<file path="src/rtl/cr_ob_split_pkg.sv">
// Shared tuser encodings, default type bytes and enums for the outbound frame splitter.
package cr_ob_split_pkg;

    localparam logic [7:0] TUSER_MID = 8'h00;
    localparam logic [7:0] TUSER_SOT = 8'h01;
    localparam logic [7:0] TUSER_EOT = 8'h02;
    localparam logic [7:0] TUSER_SOE = 8'h03;

    localparam logic [7:0] CQE_TYPE_DFLT   = 8'h09;
    localparam logic [7:0] STATS_TYPE_DFLT = 8'h08;

    typedef enum logic [1:0] {FT_DATA, FT_CQE, FT_STATS} frame_type_e;

    typedef enum logic [1:0] {ST_IDLE, ST_IN_DATA, ST_IN_CQE, ST_IN_STATS} split_state_e;

    function automatic frame_type_e state_type(input split_state_e s);
        case (s)
            ST_IN_CQE:   return FT_CQE;
            ST_IN_STATS: return FT_STATS;
            default:     return FT_DATA;
        endcase
    endfunction

    function automatic split_state_e type_state(input frame_type_e t);
        case (t)
            FT_CQE:   return ST_IN_CQE;
            FT_STATS: return ST_IN_STATS;
            default:  return ST_IN_DATA;
        endcase
    endfunction

endpackage

</file>
<file path="src/rtl/cr_ob_split_skid.sv">
// Two-entry skid buffer with a registered ready; ready drops only when both entries are occupied.
module cr_ob_split_skid #(
    parameter int unsigned W = 8
) (
    input  logic         clk,
    input  logic         rst_n,
    input  logic         i_valid,
    output logic         o_ready,
    input  logic [W-1:0] i_data,
    output logic         o_valid,
    input  logic         i_ready,
    output logic [W-1:0] o_data
);

    logic [W-1:0] r_mem0;
    logic [W-1:0] r_mem1;
    logic [1:0]   r_count;
    logic         r_ready;
    logic [1:0]   w_count_nxt;
    logic         w_push;
    logic         w_pop;

    assign w_push      = i_valid && r_ready;
    assign w_pop       = i_ready && (r_count != 2'd0);
    assign w_count_nxt = r_count + 2'(w_push) - 2'(w_pop);

    assign o_ready = r_ready;
    assign o_valid = (r_count != 2'd0);
    assign o_data  = r_mem0;

    // r_mem0 is always the head; r_mem1 only fills while the head is stalled.
    always_ff @(posedge clk or negedge rst_n) begin
        if (!rst_n) begin
            r_mem0  <= '0;
            r_mem1  <= '0;
            r_count <= 2'd0;
            r_ready <= 1'b1;
        end else begin
            r_count <= w_count_nxt;
            r_ready <= (w_count_nxt != 2'd2);
            if (w_pop) begin
                r_mem0 <= (r_count == 2'd2) ? r_mem1 : i_data;
            end else if (w_push && (r_count == 2'd0)) begin
                r_mem0 <= i_data;
            end
            if (w_push && !w_pop && (r_count == 2'd1)) begin
                r_mem1 <= i_data;
            end
        end
    end

endmodule

</file>
<file path="src/rtl/cr_ob_frame_splitter.sv">
// Routes outbound AXI-stream frames to a CQE stream or a data stream by the SoT type byte.
// Build option CR_OB_SPLIT_STATS_DROP_EN: swallow STATS frames instead of forwarding them on dat_*.
//
// state       | meaning
// ST_IDLE     | between frames, expecting an SoT beat
// ST_IN_DATA  | inside a data frame, beats go to dat_*
// ST_IN_CQE   | inside a completion frame, beats go to cqe_*
// ST_IN_STATS | inside a stats frame, beats go to dat_* (or are dropped)
module cr_ob_frame_splitter
    import cr_ob_split_pkg::*;
#(
    parameter int unsigned DW         = 64,
    parameter int unsigned SW         = 8,
    parameter int unsigned UW         = 8,
    parameter int unsigned IW         = 1,
    parameter logic [7:0]  CQE_TYPE   = CQE_TYPE_DFLT,
    parameter logic [7:0]  STATS_TYPE = STATS_TYPE_DFLT,
    parameter int unsigned CW         = 16
) (
    input  logic          clk,
    input  logic          rst_n,
    input  logic          in_tvalid,
    output logic          in_tready,
    input  logic [DW-1:0] in_tdata,
    input  logic [SW-1:0] in_tstrb,
    input  logic [UW-1:0] in_tuser,
    input  logic [IW-1:0] in_tid,
    input  logic          in_tlast,
    output logic          dat_tvalid,
    input  logic          dat_tready,
    output logic [DW-1:0] dat_tdata,
    output logic [SW-1:0] dat_tstrb,
    output logic [UW-1:0] dat_tuser,
    output logic [IW-1:0] dat_tid,
    output logic          cqe_tvalid,
    input  logic          cqe_tready,
    output logic [DW-1:0] cqe_tdata,
    output logic [SW-1:0] cqe_tstrb,
    output logic          cqe_tlast,
    output logic          err_framing,
    output logic          err_tlast,
    output logic [7:0]    err_cnt,
    output logic [CW-1:0] cnt_data,
    output logic [CW-1:0] cnt_cqe,
    output logic [CW-1:0] cnt_stats,
    output logic          idle
);

    localparam int unsigned PW = DW + SW + UW + IW + 1;

    logic [PW-1:0] w_skid_in;
    logic [PW-1:0] w_head;
    logic          w_head_valid;
    logic          w_pop;
    logic [DW-1:0] w_h_data;
    logic [SW-1:0] w_h_strb;
    logic [UW-1:0] w_h_user;
    logic [IW-1:0] w_h_id;
    logic          w_h_last;
    logic          w_sot;
    logic          w_eot;

    split_state_e  r_state;
    split_state_e  w_state_nxt;
    frame_type_e   w_type;
    logic          w_frm_err;
    logic          w_tl_err;
    logic          w_drop;
    logic          w_done;
    logic          w_to_dat;
    logic          w_to_cqe;
    logic [8:0]    w_err_sum;

    logic          r_dat_valid;
    logic [DW-1:0] r_dat_data;
    logic [SW-1:0] r_dat_strb;
    logic [UW-1:0] r_dat_user;
    logic [IW-1:0] r_dat_id;
    logic          r_cqe_valid;
    logic [DW-1:0] r_cqe_data;
    logic [SW-1:0] r_cqe_strb;
    logic          r_cqe_last;
    logic          r_err_framing;
    logic          r_err_tlast;
    logic [7:0]    r_err_cnt;
    logic [CW-1:0] r_cnt_data;
    logic [CW-1:0] r_cnt_cqe;
    logic [CW-1:0] r_cnt_stats;

    assign w_skid_in = {in_tlast, in_tid, in_tuser, in_tstrb, in_tdata};

    cr_ob_split_skid #(.W(PW)) u_skid (
        .clk     (clk),
        .rst_n   (rst_n),
        .i_valid (in_tvalid),
        .o_ready (in_tready),
        .i_data  (w_skid_in),
        .o_valid (w_head_valid),
        .i_ready (w_pop),
        .o_data  (w_head)
    );

    assign w_h_data = w_head[DW-1:0];
    assign w_h_strb = w_head[DW +: SW];
    assign w_h_user = w_head[DW+SW +: UW];
    assign w_h_id   = w_head[DW+SW+UW +: IW];
    assign w_h_last = w_head[PW-1];
    assign w_sot    = (w_h_user == UW'(TUSER_SOT)) || (w_h_user == UW'(TUSER_SOE));
    assign w_eot    = (w_h_user == UW'(TUSER_EOT)) || (w_h_user == UW'(TUSER_SOE));

    always_ff @(posedge clk or negedge rst_n) begin
        if (!rst_n) begin
            r_state <= ST_IDLE;
        end else begin
            r_state <= w_state_nxt;
        end
    end

    always_comb begin
        w_state_nxt = r_state;
        w_type      = state_type(r_state);
        w_frm_err   = 1'b0;
        w_drop      = 1'b0;
        w_done      = 1'b0;
        if (w_sot) begin
            // An SoT always wins: it re-types and restarts, abandoning any open frame.
            w_frm_err = (r_state != ST_IDLE);
            if (w_h_data[7:0] == CQE_TYPE) begin
                w_type = FT_CQE;
            end else if (w_h_data[7:0] == STATS_TYPE) begin
                w_type = FT_STATS;
            end else begin
                w_type = FT_DATA;
            end
            w_done      = w_eot;
            w_state_nxt = w_eot ? ST_IDLE : type_state(w_type);
        end else if (r_state == ST_IDLE) begin
            w_frm_err = 1'b1;
            w_drop    = 1'b1;
        end else if (w_eot) begin
            w_done      = 1'b1;
            w_state_nxt = ST_IDLE;
        end
`ifdef CR_OB_SPLIT_STATS_DROP_EN
        if (w_type == FT_STATS) begin
            w_drop = 1'b1;
        end
`endif
        w_to_cqe = !w_drop && (w_type == FT_CQE);
        w_to_dat = !w_drop && (w_type != FT_CQE);
        w_pop    = w_head_valid &&
                   (w_drop ||
                    (w_to_cqe && (!r_cqe_valid || cqe_tready)) ||
                    (w_to_dat && (!r_dat_valid || dat_tready)));
        w_tl_err = (w_h_last != (w_eot && (w_type == FT_CQE)));
        if (!w_pop) begin
            w_state_nxt = r_state;
        end
    end

    assign w_err_sum = {1'b0, r_err_cnt} + 9'(w_pop && w_frm_err) + 9'(w_pop && w_tl_err);

    always_ff @(posedge clk or negedge rst_n) begin
        if (!rst_n) begin
            r_dat_valid   <= 1'b0;
            r_dat_data    <= '0;
            r_dat_strb    <= '0;
            r_dat_user    <= '0;
            r_dat_id      <= '0;
            r_cqe_valid   <= 1'b0;
            r_cqe_data    <= '0;
            r_cqe_strb    <= '0;
            r_cqe_last    <= 1'b0;
            r_err_framing <= 1'b0;
            r_err_tlast   <= 1'b0;
            r_err_cnt     <= 8'd0;
            r_cnt_data    <= '0;
            r_cnt_cqe     <= '0;
            r_cnt_stats   <= '0;
        end else begin
            if (w_pop && w_to_dat) begin
                r_dat_valid <= 1'b1;
                r_dat_data  <= w_h_data;
                r_dat_strb  <= w_h_strb;
                r_dat_user  <= w_h_user;
                r_dat_id    <= w_h_id;
            end else if (dat_tready) begin
                r_dat_valid <= 1'b0;
            end
            if (w_pop && w_to_cqe) begin
                r_cqe_valid <= 1'b1;
                r_cqe_data  <= w_h_data;
                r_cqe_strb  <= w_h_strb;
                r_cqe_last  <= w_eot;
            end else if (cqe_tready) begin
                r_cqe_valid <= 1'b0;
            end
            r_err_framing <= w_pop && w_frm_err;
            r_err_tlast   <= w_pop && w_tl_err;
            r_err_cnt     <= w_err_sum[8] ? 8'hFF : w_err_sum[7:0];
            if (w_pop && w_done) begin
                case (w_type)
                    FT_CQE:   r_cnt_cqe   <= r_cnt_cqe + CW'(1);
                    FT_STATS: r_cnt_stats <= r_cnt_stats + CW'(1);
                    default:  r_cnt_data  <= r_cnt_data + CW'(1);
                endcase
            end
        end
    end

    assign dat_tvalid  = r_dat_valid;
    assign dat_tdata   = r_dat_data;
    assign dat_tstrb   = r_dat_strb;
    assign dat_tuser   = r_dat_user;
    assign dat_tid     = r_dat_id;
    assign cqe_tvalid  = r_cqe_valid;
    assign cqe_tdata   = r_cqe_data;
    assign cqe_tstrb   = r_cqe_strb;
    assign cqe_tlast   = r_cqe_last;
    assign err_framing = r_err_framing;
    assign err_tlast   = r_err_tlast;
    assign err_cnt     = r_err_cnt;
    assign cnt_data    = r_cnt_data;
    assign cnt_cqe     = r_cnt_cqe;
    assign cnt_stats   = r_cnt_stats;
    assign idle        = (r_state == ST_IDLE) && !w_head_valid && !r_dat_valid && !r_cqe_valid;

endmodule

</file>
<file path="config.mk">
export PLATFORM = sky130hd
export DESIGN_NAME = cr_ob_frame_splitter
export DESIGN_NICKNAME = d
export VERILOG_FILES = /design/src/rtl/cr_ob_split_pkg.sv /design/src/rtl/cr_ob_split_skid.sv /design/src/rtl/cr_ob_frame_splitter.sv
export SDC_FILE = /design/constraint.sdc
export NUM_CORES = 1
export LEC_CHECK = 0
export CORE_UTILIZATION = 55
export CTS_CLUSTER_SIZE = 24
export DETAILED_ROUTE_END_ITERATION = 8
export DONT_BUFFER_PORTS = 1
export PLACE_DENSITY = 0.79
export SYNTH_ARGS = -nofsm -noshare
export SYNTH_HDL_FRONTEND = slang
export SYNTH_HIERARCHICAL = 1
export SYNTH_SLANG_ARGS = --single-unit
</file>
<file path="constraint.sdc">
create_clock -name clk -period 4.5 [get_ports clk]
set_input_delay 0.45 -clock clk [delete_from_list [all_inputs] [get_ports clk]]
set_output_delay 0.45 -clock clk [all_outputs]
set_load 0.02 [all_outputs]
</file>
=== After elaboration in Yosys (flattened, before gate mapping) ===
Index checks and enable logic that the tools add are counted.

* Register bits after elaboration: 383
* Output and inout port bits: 216
* Input bits: 87

* Add/subtract/negate cells: 7
* Reduce and logical (&&, ||, !) cells: 43
* Multiplexer cells: 24
* Bitwise gates (word level): 1
* Equality and inequality tests: 17

{| class="wikitable"
|+ Operators by type and width
! operator !! count
|-
| 82-bit 2-to-1 mux || 3
|-
| 16-bit by 1-bit adder with 16-bit output, second input constant || 3
|-
| 1-bit logical AND || 19
|-
| 8-bit by 2-bit == test with 1-bit output, second input constant || 2
|-
| 8-bit by 4-bit == test with 1-bit output, second input constant || 2
|-
| 2-bit 2-to-1 mux || 8
|-
| 2-bit nonzero test || 6
|-
| 2-bit == test, second input constant || 5
|-
| 1-bit 2-to-1 mux || 10
|-
| 8-bit by 1-bit adder with 9-bit output || 1
|-
| 9-bit by 1-bit adder with 9-bit output || 1
|-
| 8-bit by 1-bit == test with 1-bit output, second input constant || 1
|-
| 8-bit 2-to-1 mux || 1
|-
| 2-bit one-hot mux with 2 select lines || 2
|-
| 2-bit by 1-bit == test with 1-bit output, second input constant || 3
|-
| 1-bit logical OR || 6
|-
| 2-bit AND reduction || 3
|-
| 1-bit zero test || 5
|-
| 2-bit zero test || 2
|-
| 2-bit != test, second input constant || 2
|-
| 3-bit AND reduction || 1
|-
| 2-bit by 1-bit adder with 2-bit output || 1
|-
| 2-bit by 1-bit != test with 1-bit output, second input constant || 1
|-
| 2-bit OR reduction || 1
|-
| 3 further kinds || 3
|}

=== Longest topological paths before layout ===
Gate-level depths: netlist of the first run.

* Depth in word-level cells: 15
* Gate-level depth with buffers: 18
* Gate-level depth less buffers: 16

=== Modules after synthesis ===
Netlist of the first run, hierarchy kept.

{| class="wikitable"
|+ By module, submodules not included
! module !! cells each !! times used !! area an instance (um^2) !! sequential area each (um^2)
|-
| cr_ob_frame_splitter || 770 || 1 || 8842.2 || 5405.2
|-
| cr_ob_split_skid || 454 || 1 || 7302.0 || 4180.3
|}

=== Least setup slack after synthesis of the first run ===
Ideal clock, no wire load.

* Path kind: reg2reg
* From: register u_skid.r_mem0[75] (netlist: u_skid/o_data[75])
* To: register r_err_cnt[7] (netlist: err_cnt[7])
* Slack: 0.788 ns
* Setup time: 0.125 ns
* Data arrival time: 3.587 ns
* Required time: 4.375 ns
* Period minus slack after synthesis: 3.712 ns
* Stages on the path, launching flop included: 15
* Cells stage by stage: dfrtp_1 nor4_4 nand3_1 o31a_1 ha_1 buf_6 or4bb_1 buf_2 nand3_1 or2_2 fa_1 nand3b_1 nor2_1 nand3_1 mux2_2

* Cells in the longest elaborated chain, start to end: 13

{| class="wikitable"
|+ Ends and longest elaborated chain
! element !! RTL line !! text
|-
| start, declared || cr_ob_split_skid.sv:15 || <nowiki>logic [W-1:0] r_mem0;</nowiki>
|-
| start signal, assigned || cr_ob_split_skid.sv:42 || <nowiki>r_mem0 <= (r_count == 2'd2) ? r_mem1 : i_data;</nowiki>
|-
| start signal, assigned || cr_ob_split_skid.sv:44 || <nowiki>r_mem0 <= i_data;</nowiki>
|-
| 8-bit by 1-bit == test with 1-bit output / 8-bit by 2-bit == test with 1-bit output (equally long branches) || cr_ob_frame_splitter.sv:108, cr_ob_frame_splitter.sv:109 ||
|-
| 1-bit logical OR || cr_ob_frame_splitter.sv:108 || <nowiki>assign w_sot = (w_h_user == UW'(TUSER_SOT)) || (w_h_user == UW'(TUSER_SOE));</nowiki>
|-
| 2-bit 2-to-1 mux / 1-bit 2-to-1 mux (equally long branches) || cr_ob_frame_splitter.sv:125 || <nowiki>if (w_sot) begin</nowiki>
|-
| 2-bit by 1-bit == test with 1-bit output / 1-bit zero test (equally long branches) || cr_ob_frame_splitter.sv:149, cr_ob_frame_splitter.sv:155, cr_ob_frame_splitter.sv:150 ||
|-
| 1-bit logical AND || cr_ob_frame_splitter.sv:149 || <nowiki>w_to_cqe = !w_drop && (w_type == FT_CQE);</nowiki>
|-
| 1-bit logical AND || cr_ob_frame_splitter.sv:153 || <nowiki>(w_to_cqe && (!r_cqe_valid || cqe_tready)) ||</nowiki>
|-
| 1-bit logical OR || cr_ob_frame_splitter.sv:152 || <nowiki>(w_drop ||</nowiki>
|-
| 1-bit logical OR || cr_ob_frame_splitter.sv:153 ||
|-
| 1-bit logical AND || cr_ob_frame_splitter.sv:151 || <nowiki>w_pop = w_head_valid &&</nowiki>
|-
| 1-bit logical AND || cr_ob_frame_splitter.sv:161 || <nowiki>assign w_err_sum = {1'b0, r_err_cnt} + 9'(w_pop && w_frm_err) + 9'(w_pop && w_tl_err);</nowiki>
|-
| 8-bit by 1-bit adder with 9-bit output || cr_ob_frame_splitter.sv:161 ||
|-
| 9-bit by 1-bit adder with 9-bit output * || cr_ob_frame_splitter.sv:161 ||
|-
| 8-bit 2-to-1 mux * || cr_ob_frame_splitter.sv:200 || <nowiki>r_err_cnt <= w_err_sum[8] ? 8'hFF : w_err_sum[7:0];</nowiki>
|-
| end signal, assigned || cr_ob_frame_splitter.sv:200 ||
|-
| end, declared || cr_ob_frame_splitter.sv:85 || <nowiki>logic [7:0] r_err_cnt;</nowiki>
|}

Mark *: on every way between the ends. The rest lies on a longest branch, timed or not.
A chain may end at the register's enable or synchronous reset.

=== Worst setup path in the final report of the first run ===
* From: register u_skid.r_mem0[75] (netlist: u_skid/o_data[75])
* To: register u_skid.r_mem0[31] (netlist: u_skid/o_data[31])

* Cells in the longest elaborated chain, start to end: 11

{| class="wikitable"
|+ Ends and longest elaborated chain
! element !! RTL line !! text
|-
| 8-bit by 1-bit == test with 1-bit output / 8-bit by 2-bit == test with 1-bit output (equally long branches) || cr_ob_frame_splitter.sv:108 ||
|-
| 1-bit logical OR * || cr_ob_frame_splitter.sv:108 ||
|-
| 2-bit 2-to-1 mux / 1-bit 2-to-1 mux (equally long branches) || cr_ob_frame_splitter.sv:125 ||
|-
| 2-bit by 1-bit == test with 1-bit output / 1-bit zero test (equally long branches) || cr_ob_frame_splitter.sv:149, cr_ob_frame_splitter.sv:150 ||
|-
| 1-bit logical AND || cr_ob_frame_splitter.sv:149 ||
|-
| 1-bit logical AND || cr_ob_frame_splitter.sv:153 ||
|-
| 1-bit logical OR || cr_ob_frame_splitter.sv:152 ||
|-
| 1-bit logical OR * || cr_ob_frame_splitter.sv:153 ||
|-
| 1-bit logical AND * || cr_ob_frame_splitter.sv:151 ||
|-
| via w_pop || cr_ob_frame_splitter.sv:54 || <nowiki>logic w_pop;</nowiki>
|-
| 1-bit logical AND * || cr_ob_split_skid.sv:24 || <nowiki>assign w_pop = i_ready && (r_count != 2'd0);</nowiki>
|-
| 82-bit 2-to-1 mux / 2-bit nonzero test (equally long branches) || n/a ||
|}

Mark *: on every way through the listed nets, which the timed path passes. The rest lies on a longest branch.

==> impl_metrics.env, run 1 <==
export IMPL_pwr_share_seq_pct=49.8
export IMPL_via_per_inst=5.75
export IMPL_finClkSkew_ps=14.1
export IMPL_dp_slack_ps=285
export IMPL_endpoint_kind="register"
export IMPL_areaGrowthSynthToFinish_pct=9.74
export IMPL_power_frac_clock_pct=26.3
export IMPL_grt_pass1_wl_um=55800
export IMPL_p_sw_mw=3.84
export IMPL_antenna_found_initial=0
export IMPL_critPathRequiredTime_ps=4900
export IMPL_fmax_mhz=237
export IMPL_drt_iter0_markers=570
export IMPL_fin_area_um2=17700
export IMPL_port_buffer_count=0
export IMPL_rsz0062_at_grt="no"
export IMPL_leakagePower_nw=8.34
export IMPL_async_reset_ff_share_pct=100
export IMPL_synthesis_nets=1320
export IMPL_num_rows=62
export IMPL_failed_checks="hold timing, slew limit"
export IMPL_drt_wl_total_um=34800
export IMPL_min_path_type="in2async"
export IMPL_core_area_um2=28800
export IMPL_synth_cell_type_count=47
export IMPL_clk_path_buf_depth=3
export IMPL_relSlewSlack_pct=-9.90
export IMPL_die_area_um2=30000
export IMPL_worstPathMaxFanout=74
export IMPL_comb_power_share_pct=23.9
export IMPL_p_sw_share_pct=31.5
export IMPL_slew_violations=116
export IMPL_nFillCells=2136
export IMPL_floorplan_initialDensity_pct=56.1
export IMPL_drive_above_1_share_pct=33.3
export IMPL_cts_repair_resized=0
export IMPL_cts_max_level=2
export IMPL_synth_area_leaders="dfrtp_1 59%, mux2_2 23%, nand2_1 5.6%"
export IMPL_synth_seq_area_share_pct=59.4
export IMPL_setup_tns_ps=0
export IMPL_cts_buffers=39
export IMPL_wl_per_cell_um=21.3
export IMPL_antenna_cells=0
export IMPL_startpoint_type="register"
export IMPL_clockRootBuffer="clkbuf_16"
export IMPL_synth_commonest_cells="382 x dfrtp_1, 323 x mux2_2, 239 x nand2_1"
export IMPL_min_period_ps=4220
export IMPL_peakVddDrop_uv=454
export IMPL_worst_pin_slew_ps=1650
export IMPL_final_cells=1634
export IMPL_syn_instance_count=1224
export IMPL_synthFlopType="dfrtp_1"
export IMPL_synth_avg_cell_area_um2=13.2
export IMPL_final_nets=1317
export IMPL_syn_area_um2=16100
export IMPL_power_density_nw_per_um2=689
export IMPL_postLayoutCoreUtil_pct=61.6
export IMPL_grt_overflow=0
export IMPL_status="complete, but fails checks"
export IMPL_finalSetupViolations=0
export IMPL_fin_crit_sh_pct=93.8
export IMPL_synth_largest_area_cell="dfrtp_1"
export IMPL_synth_top_area_share_pct=59.2
export IMPL_worstPathArrival_ps=4620
export IMPL_ys_warn_count=6
export IMPL_ant_nets=0
export IMPL_yosysMostFrequentCell="dfrtp_1"
export IMPL_path_class="reg2reg"
export IMPL_cts_sinks=383
export IMPL_synth_edf_count=0
export IMPL_drc=0
export IMPL_dp_cells=1564
export IMPL_grt_max_degree=384
export IMPL_maxCapViolations=0
export IMPL_routed_via_count=9391
export IMPL_clk_pin_slew_worst_paths_ps=60
export IMPL_hpwlAfterDp_um=21900
export IMPL_total_power_mw=12.2
export IMPL_drt_first_pass_iters=4
export IMPL_ys_ff_latch=383
export IMPL_pin_count=303
export IMPL_clk_latency_ps=520
export IMPL_die_y_um=173
export IMPL_finalHoldViolCount=318
export IMPL_die_w_um=173
export IMPL_grt_pass1_vias=10200
export IMPL_internal_power_mw=8.37
export IMPL_place_gp_congestion=0.844
export IMPL_cts_tree="done"
export IMPL_fin_hold_ws_ps=-369
export IMPL_grt_use_total_pct=23.3
export IMPL_placed_area_um2=16400
export IMPL_worst_slack_ps=278
==> worst max-delay path, cell delays in order, from the launching register on <==
cell and delay (ps):
dfrtp_1 420, nor4_4 450, nand3_1 320, nand3_1 200, o31a_1 150, ha_1 410, or4bb_1 560, nand3_1 160
inv_1 130, nand3b_1 190, buf_12 390, mux2_2 400, mux2_2 260
==> cell families after synthesis <==
group | synth area share, %
buf+inv | 2.36
fa+ha+maj | 0.744
simple gates | 10.6
compound gates | 0.465
flops | 59.4
mux | 23.6
xor+xnor | 2.77
==> placed cells by master, fill, tap and decap left out, types with 2 or more instances in the layout <==
cell       instances
nor4_1             5
xor2_1            21
nor3_1            15
and3_1            12
nand4_1           27
nor4b_1            2
clkinv_2           6
mux2_2           323
nor3b_1            5
nand2_1          239
xnor2_1           30
clkbuf_16         41
and3_4             2
ha_1               8
buf_12             4
dfrtp_1          382
buf_4             10
clkbuf_8           5
inv_1              5
clkbuf_1          14
nand3b_1           2
nor2_1            13
bufinv_16          3
mux2i_1            3
nor4bb_1           3
nand2b_1           5
o21ai_0            6
nor2b_1            2
or3_1              2
mux2_4            10
nand3_1           23
==> state kept, by name, indices dropped and copies added (netlist names), 2 cells and up <==
register and cells:
cnt_cqe 16, cnt_data 16, cnt_stats 16, cqe_tdata 64, cqe_tstrb 8, dat_tdata 64
dat_tstrb 8, dat_tuser 8, err_cnt 8, r_state 2, u_skid/o_data 82, u_skid/r_count 2
u_skid/r_mem1 82
==> worst paths after layout <==
| path | from | end | slack [ps] | depth (start not counted) |
|---|---|---|---|---|
| max | u_skid/o_data[75] | u_skid/o_data[31] | 280 | 12 |
| min | rst_n | cnt_cqe[2] | -370 | 0 |
| max reg2reg | u_skid/o_data[75] | u_skid/o_data[31] | 280 | 12 |
| min reg2reg | u_skid/o_data[9] | cqe_tdata[9] | 490 | 2 |
| max in group asynchronous | rst_n | u_skid/o_data[26] | 3540 | 0 |
| min in group clk | in_tdata[51] | u_skid/r_mem1[51] | 80 | 1 |
==> routing by layer <==
layer  track usage [%]  up-vias  routed length [um]
met1              28.0     4785               13900
li1                  -     4207                   -
met2              38.2      314               16400
met4              9.40        0                1420
met5                 0        -                   0
met3              8.22       85                3140
==> layout make-up <==
type | instances | area (um^2) | area share (%)
Sequential cell | 383 | 9590 | 54.1
Multi-Input combinational cell | 778 | 6200 | 35.0
Clock buffer | 60 | 1150 | 6.48
Tap cell | 384 | 480 | 2.71
Timing Repair Buffer | 14 | 155 | 0.876
Clock inverter | 10 | 129 | 0.727
Inverter | 5 | 18.8 | 0.106
==> power groups by stage <==
stage / Sequential (mW) / Combinational, mW / Clock, mW
2_1_floorplan: 5.77 / 2.57 / 0
3_3_place_gp: 6.07 / 2.81 / 0
5_1_grt: 6.24 / 3.17 / 3.42
4_1_cts: 6.08 / 2.96 / 3.27
6_report: 6.08 / 2.93 / 3.21
3_5_place_dp: 6.13 / 2.94 / 0
==> timing repair <==
item,in CTS,in global routing
hold endpoints to repair,383,383
buffers inserted,0,0
endpoints found under the setup margin,0,0
Note: power is estimated with default switching activity, not from simulation.
==> run 2: changes to the inputs <==
--- a/config.mk
+++ b/config.mk
@@ -9,7 +9,7 @@
 export CTS_CLUSTER_SIZE = 24
 export DETAILED_ROUTE_END_ITERATION = 8
 export DONT_BUFFER_PORTS = 1
-export PLACE_DENSITY = 0.79
+export PLACE_DENSITY_LB_ADDON = 0.2
 export SYNTH_ARGS = -nofsm -noshare
 export SYNTH_HDL_FRONTEND = slang
 export SYNTH_HIERARCHICAL = 1
==> impl_metrics.env, run 2 (same netlist as run 1, synthesis figures left out) <==
export IMPL_status="complete, but fails checks"
export IMPL_failed_checks="hold timing"
export IMPL_num_rows=62
export IMPL_grt_overflow=0
export IMPL_r2r_end="err_cnt[5]"
export IMPL_slew_violations=0
export IMPL_drt_iter0_markers=555
export IMPL_layout_commonest_cell="dfrtp_1"
export IMPL_place_gp_congestion=0.831
export IMPL_hpwlAfterDp_um=21400
export IMPL_ant_nets=0
export IMPL_total_power_mw=12.4
export IMPL_clk_path_buf_depth=3
export IMPL_routed_top_layer="met4"
export IMPL_antenna_cells=0
export IMPL_finalSetupViolations=0
export IMPL_fmax_mhz=250
export IMPL_post_cts_buffers=0
export IMPL_path_class="reg2reg"
export IMPL_worstPathArrival_ps=4430
export IMPL_worstPathMaxFanout=10
export IMPL_finClkSkew_ps=21.7
export IMPL_die_w_um=173
export IMPL_die_y_um=173
export IMPL_cts_max_level=2
export IMPL_worst_pin_slew_ps=839
export IMPL_min_path_type="in2async"
export IMPL_drive_above_1_share_pct=34.6
export IMPL_grt_pass1_wl_um=55100
export IMPL_relSlewSlack_pct=44.1
export IMPL_via_per_inst=5.62
export IMPL_clockRootBuffer="clkbuf_16"
export IMPL_drt_first_pass_iters=5
export IMPL_cpPeakStageDelay_ps=420
export IMPL_startpoint_type="register"
export IMPL_rsz0062_at_grt="no"
export IMPL_clk_pin_slew_worst_paths_ps=60
export IMPL_wl_per_cell_um=20.7
export IMPL_cpMaxStageDelayCell="dfrtp_1"
export IMPL_endpoint_kind="register"
export IMPL_crit_chain="nor4_4 -> nand3_1 -> nand3_1 -> o31a_1 -> ha_1 -> nor4bb_1 -> nand2_1 -> xor2_1 -> nand2b_1 -> fa_1 -> inv_1 -> ha_1 -> nand2_1 -> nor2_1 -> nand3_1 -> o21ai_0"
export IMPL_floorplan_initialDensity_pct=56.1
export IMPL_pin_count=303
export IMPL_routedLengthMet1_um=14200
export IMPL_cts_repair_resized=0
export IMPL_cts_buffers=41
export IMPL_cts_tree="done"
export IMPL_min_period_ps=3990
export IMPL_clk_latency_ps=530
export IMPL_die_area_um2=30000
export IMPL_leakagePower_nw=8.43
export IMPL_cts_sinks=383
export IMPL_power_density_nw_per_um2=693
export IMPL_final_cell_mix="382 x dfrtp_1, 323 x mux2_2, 239 x nand2_1"
export IMPL_core_area_um2=28800
export IMPL_met3_length_um=3200
export IMPL_fin_hold_ws_ps=-361
export IMPL_routed_wl_met2_um=16100
export IMPL_final_nets=1321
export IMPL_finalHoldViolCount=383
export IMPL_fin_crit_sh_pct=88.8
export IMPL_port_buffer_count=0
export IMPL_reg2reg_depth=16
export IMPL_drt_wl_total_um=34000
export IMPL_antenna_found_initial=0
export IMPL_r2r_slack_ps=510
export IMPL_drc=0
export IMPL_reg2reg_from="u_skid/o_data[75]"
export IMPL_areaGrowthSynthToFinish_pct=10.9
export IMPL_setup_tns_ps=0
export IMPL_critPathRequiredTime_ps=4940
export IMPL_grt_use_total_pct=23.0
export IMPL_peakVddDrop_uv=465
export IMPL_grt_max_degree=384
export IMPL_grt_pass1_vias=9590
export IMPL_maxCapViolations=0
export IMPL_routed_via_count=9223
export IMPL_path_common_cell="nand3_1"
[run 2: how the worst max path moves through the flow]
stage,from,to,cells after the start
2_1_floorplan,u_skid/o_data[75],err_cnt[7],14
3_3_place_gp,u_skid/o_data[5],err_cnt[5],16
3_5_place_dp,u_skid/o_data[75],err_cnt[5],16
4_1_cts,u_skid/o_data[75],err_cnt[5],16
5_1_grt,u_skid/o_data[75],err_cnt[5],16
6_report,u_skid/o_data[75],err_cnt[5],16
[run 2: metrics by stage]
step | hold slack (ps) | utilization (%) | area, um^2 | worst slack, ps | cells
after floorplan | 154 | - | 16100 | 788 | 1224
after global placement | 164 | 57.2 | 16500 | 669 | 1566
after detailed placement | 162 | 57.2 | 16500 | 562 | 1566
after CTS | -387 | 62.2 | 17900 | 524 | 1641
after global routing | -389 | 62.2 | 17900 | 21.7 | 1641
final | -361 | 62.2 | 17900 | 505 | 1641
[run 2: final cells by class]
class	count	area (um^2)
Clock inverter	22	244
Timing Repair Buffer	16	183
Clock buffer	53	1190
Inverter	5	18.8
Fill cell	2206	10900
Multi-Input combinational cell	778	6200
Tap cell	384	480
Sequential cell	383	9590
[run 2: metal layers]
layer,vias to the layer above,track usage (%)
li1,4216,-
met3,38,8.49
met4,0,5.46
met1,4705,29.9
met2,264,36.7
met5,-,0
[run 2: power breakdown]
| part | switching [mW] | internal (mW) |
|---|---|---|
| Combinational | 1.08 | 1.78 |
| Sequential | 1.41 | 4.64 |
| Clock | 1.38 | 2.12 |
[run 2: worst max-delay path: cells and delay by family, from the launching register on]
kind	cells	cell delay, ps
and+or+nand+nor	9	1970
adders and majority gates	3	1020
DFF	1	420
AOI/OAI and AO/OA	2	290
xor gates and xnor gates	1	160
buffers and inverters	1	70
